<file path="src/rtl/seq_pkg.sv">
// Shared constants for the run classifier slice.
// Default depth and counter width used by the top.
package seq_pkg;

  localparam int DEPTH_DEFAULT = 3;
  localparam int CW_DEFAULT    = 8;

endpackage

</file>
<file path="src/rtl/sat_counter.sv">
// Saturating event counter with synchronous clear.
// Clear wins over a simultaneous increment.
module sat_counter #(
  parameter int W = 8
) (
  input  logic         clk,
  input  logic         reset,
  input  logic         clr,
  input  logic         inc,
  output logic [W-1:0] q
);

  logic [W-1:0] q_q;
  logic [W-1:0] q_d;

  always_comb begin
    q_d = q_q;
    if (clr) begin
      q_d = '0;
    end else if (inc && (q_q != {W{1'b1}})) begin
      q_d = q_q + W'(1);
    end
  end

  always_ff @(posedge clk) begin
    if (reset) begin
      q_q <= '0;
    end else begin
      q_q <= q_d;
    end
  end

  assign q = q_q;

endmodule

</file>
<file path="src/rtl/seq_run_classifier.sv">
// Classifies runs of 1s on X: counts runs that break at the
// final state (Z1) and runs that extend past it (Z2).
module seq_run_classifier
  import seq_pkg::*;
#(
  parameter int DEPTH = DEPTH_DEFAULT,
  parameter int CW    = CW_DEFAULT
) (
  input  logic             clk,
  input  logic             reset,
  input  logic             en,
  input  logic             X,
  input  logic             overlap,
  input  logic             clr,
  output logic [DEPTH-1:0] state_oh,
  output logic             Z1,
  output logic             Z2,
  output logic [CW-1:0]    z1_cnt,
  output logic [CW-1:0]    z2_cnt
);

  localparam int SW = $clog2(DEPTH);
  localparam logic [SW-1:0] LAST = SW'(DEPTH - 1);

  logic [SW-1:0] state_q;
  logic [SW-1:0] state_d;
  logic          z1;
  logic          z2;

  always_comb begin
    state_d = state_q;
    z1      = 1'b0;
    z2      = 1'b0;
    if (state_q == LAST) begin
      z1 = en & ~X;
      z2 = en & X;
      // overlap keeps a still-running sequence parked in the final state
      if (en) begin
        state_d = (overlap && X) ? LAST : '0;
      end
    end else if (en) begin
      state_d = X ? state_q + SW'(1) : '0;
    end
  end

  always_ff @(posedge clk) begin
    if (reset) begin
      state_q <= '0;
    end else begin
      state_q <= state_d;
    end
  end

  always_comb begin
    state_oh = '0;
    for (int k = 0; k < DEPTH; k++) begin
      state_oh[k] = (state_q == SW'(k));
    end
  end

  assign Z1 = z1;
  assign Z2 = z2;

  sat_counter #(.W(CW)) u_z1_cnt (
    .clk   (clk),
    .reset (reset),
    .clr   (clr),
    .inc   (z1),
    .q     (z1_cnt)
  );

  sat_counter #(.W(CW)) u_z2_cnt (
    .clk   (clk),
    .reset (reset),
    .clr   (clr),
    .inc   (z2),
    .q     (z2_cnt)
  );

endmodule
</file>
<file path="config.mk">
export PLATFORM = sky130hd
export DESIGN_NAME = seq_run_classifier
export DESIGN_NICKNAME = d
export VERILOG_FILES = /design/src/rtl/seq_pkg.sv /design/src/rtl/sat_counter.sv /design/src/rtl/seq_run_classifier.sv
export SDC_FILE = /design/constraint.sdc
export NUM_CORES = 1
export LEC_CHECK = 0
export BUFFER_PORTS_ARGS = -buffer_cell sky130_fd_sc_hd__buf_2
export CORE_UTILIZATION = 25
export CTS_CLUSTER_SIZE = 12
export DETAILED_ROUTE_END_ITERATION = 8
export SLEW_MARGIN = 30
export SYNTH_ARGS = -nofsm -noshare
export SYNTH_HDL_FRONTEND = slang
export SYNTH_SLANG_ARGS = --single-unit
</file>
<file path="constraint.sdc">
create_clock -name clk -period 1.94 [get_ports clk]
set_input_delay 0.194 -clock clk [delete_from_list [all_inputs] [get_ports clk]]
set_output_delay 0.194 -clock clk [all_outputs]
set_load 0.005 [all_outputs]
</file>
==> metrics.cfg <==
[sta]
hold_violations = 0
tightest_slew_ns = 0.416
fin_skew_ns = 0.00142
setup_viol = 0
post-route-min-period_ns = 1.71
fmax_mhz = 585
slew_violations = 0
worst_slew_margin_rel_pct = 72.0
rsz0062_at_grt = no
fin_crit_sh_pct = 88.1
fin_tns_setup_ns = 0

[status]
status = finished clean

[drt]
ant_nets = 0
drc = 0
vias = 874
drt_first_pass_iters = 4
drt_wl_total_microns = 2230
wl_per_cell_microns = 12.0
drt-initial-drc-count = 35
via_per_inst = 4.72

[floorplanning]
die_w_microns = 62.9
io_pins = 27
core_area_sq_um = 3440
dieHeight_microns = 62.9
die_area_sq_um = 3960
initial_core_util_pct = 26.9
num_rows = 21

[power_and_ir_drop]
power_w = 0.000665
p_leak_nw = 0.469
powerDensity_nw_per_um2 = 583
peakVddDrop_mv = 0.237

[grt]
antenna_found_initial = 0
grt_overflow = 0
grt_max_degree = 13
grtUsageTotal_pct = 12.3
grt_pass1_vias = 871
grt_pass1_wl_microns = 3850

[setup_path]
endpoint_kind = register
crit_chain = inv_1, ha_1, and3b_1, o21ai_2, or4_1, nand2_1
criticalPathCategory = register to register
crit_required_ns = 2.14
path_max_fanout = 6
cpMaxStageDelayCell = or4_1
cp_slowest_stage_delay_ns = 0.41
critical_path_arrival_ns = 1.91
critPathLaunchType = register

[clock_network]
cts_tree = built
clockBufferDepth = 2
clk_latency_ns = 0.25
cts_buffers = 3
post_cts_resized = 0
clock-root-buffer = clkbuf_8
path_clk_slew_ns = 0.06
post_cts_buffers = 0
hold_buffers = 0
h-tree-depth = 1
numClockSinks = 18

[cells_and_area]
multi_input_area_sq_um = 518
area_growth_pct = 23.1
final_area_sq_um = 1140
nNetsFinal = 152
final_cells = 185
layout_common_cells = buf_2 (26), dfxtp_1 (18), nand3_1 (12), nand2_1 (10), nor2_1 (10)
layout.area.seq_sq_um = 360
num-fill-cells = 365
diodes = 0
layout-drive-gt1-share_pct = 25.9
final_common_cell = buf_2

[hold_path]
min_path_type = primary input to register

[synthesis]
synth_top_family_by_area = simple AND/OR/NAND/NOR gates
ys_seq_elements = 18
synthSimpleGateAreaFrac_pct = 29.3
synth_compound_area_share_pct = 15.7
synth_cell_types = 34
syn_area_per_cell_sq_um = 8.28
netlist_area_sq_um = 927
yosys.area_share.xor_xnor_pct = 1.89
ys.warnings.count = 0
syn_nets = 123
synthMuxAreaShare_pct = 2.29
synth_cells = 112
ys_seq_area_share_pct = 38.9
synthAdderAreaFrac_pct = 6.75

[flow_run]
max-cap-violations = 0

[placed_design]
dpl_cell_area_sq_um = 1100
io_buffers = 26
gp_congestion = 0.850
dp.cells = 182
hpwl_microns = 1680

-- cell usage after synthesis --
cell,count,area [sq um]
o21ai_0,7,35.0
a31oi_1,3,18.8
buf_4,1,7.51
mux2i_1,1,10.0
a311oi_1,1,8.76
nor3_1,5,25.0
o21ai_2,1,8.76
and4_4,1,11.3
and3b_1,1,8.76
a41oi_1,1,8.76
or4_1,1,7.51
nor4_2,1,12.5
or3_1,1,6.26
mux2_2,1,11.3
inv_1,7,26.3
a21oi_1,4,20.0
a211oi_1,1,7.51
nand2b_1,1,6.26
clkbuf_1,1,3.75
ha_1,5,62.6
nor2_1,10,37.5
xor2_1,2,17.5
a21o_1,1,7.51
o211ai_1,2,15.0
dfxtp_1,18,360
nor4b_1,1,8.76
or2_1,1,6.26
nand4_1,3,18.8
nand2_1,10,37.5
buf_6,1,11.3
and3_1,2,12.5
o31ai_1,2,15.0
or2_2,2,12.5
nand3_1,12,60.1
-- worst max-delay path: cells and delay by family, from the launching register on --
family,cells,cell delay (ns)
adder cells (fa/ha/maj),1,0.24
flip-flops,1,0.34
AND/OR/NAND/NOR,3,0.83
AO/OA/AOI/OAI,1,0.16
buffers and inverters,1,0.09
-- metrics by stage --
stage                     setup slack (ns)  hold WS [ns]  utilization [%]
after CTS                            0.247         0.128             33.2
after global placement               0.339         0.396             32.0
after global routing                0.0971         0.136             33.2
after detailed placement             0.271         0.400             32.0
final                                0.231         0.137             33.2
after floorplan                      0.441         0.263                -
-- metal layers --
metal | wire [microns] | vias up | global-route usage, %
li1 | - | 460 | -
met1 | 1120 | 393 | 15.1
met2 | 983 | 19 | 19.9
met3 | 108 | 2 | 4.01
met4 | 16 | 0 | 4.36
met5 | 0 | - | 0
-- where the power goes --
group / internal, W / switching (W)
Combinational: 0.0000146 / 0.0000200
Clock: 0.000138 / 0.000119
Sequential: 0.000371 / 0.00000182
-- layout make-up --
class	count	area share, %
timing repair buffer	27	12.1
clock buffer	3	3.62
multi-input combinational	84	45.4
sequential	18	31.6
tap	46	5.04
inverter	7	2.30
-- flip-flops by register name, summed over array words and instances (netlist names) --
register    cells
u_z2_cnt.q      8
state_q         2
u_z1_cnt.q      8
-- final timing paths --
check                                           startpoint                    endpoint  slack [ns]  cells after the start
worst max-delay path               state_q[0]$_SDFFE_PP0P_  u_z1_cnt.q[3]$_SDFFE_PP0P_        0.23                      6
worst max register to register     state_q[0]$_SDFFE_PP0P_  u_z1_cnt.q[3]$_SDFFE_PP0P_        0.23                      6
worst min register to register  u_z2_cnt.q[4]$_SDFFE_PP0P_  u_z2_cnt.q[4]$_SDFFE_PP0P_        0.49                      1
worst min-delay path                                 reset     state_q[1]$_SDFFE_PP0P_        0.14                      2
-- cell families (layout without fill, tap and decap cells) --
family | Yosys count | count (layout)
multiplexers | 2 | 2
buffers and inverters | 10 | 37
flip-flops | 18 | 18
adder cells (fa/ha/maj) | 5 | 5
AND/OR/NAND/NOR | 52 | 52
XOR/XNOR | 2 | 2
AO/OA/AOI/OAI | 23 | 23
Note: power is estimated with default switching activity, not from simulation.
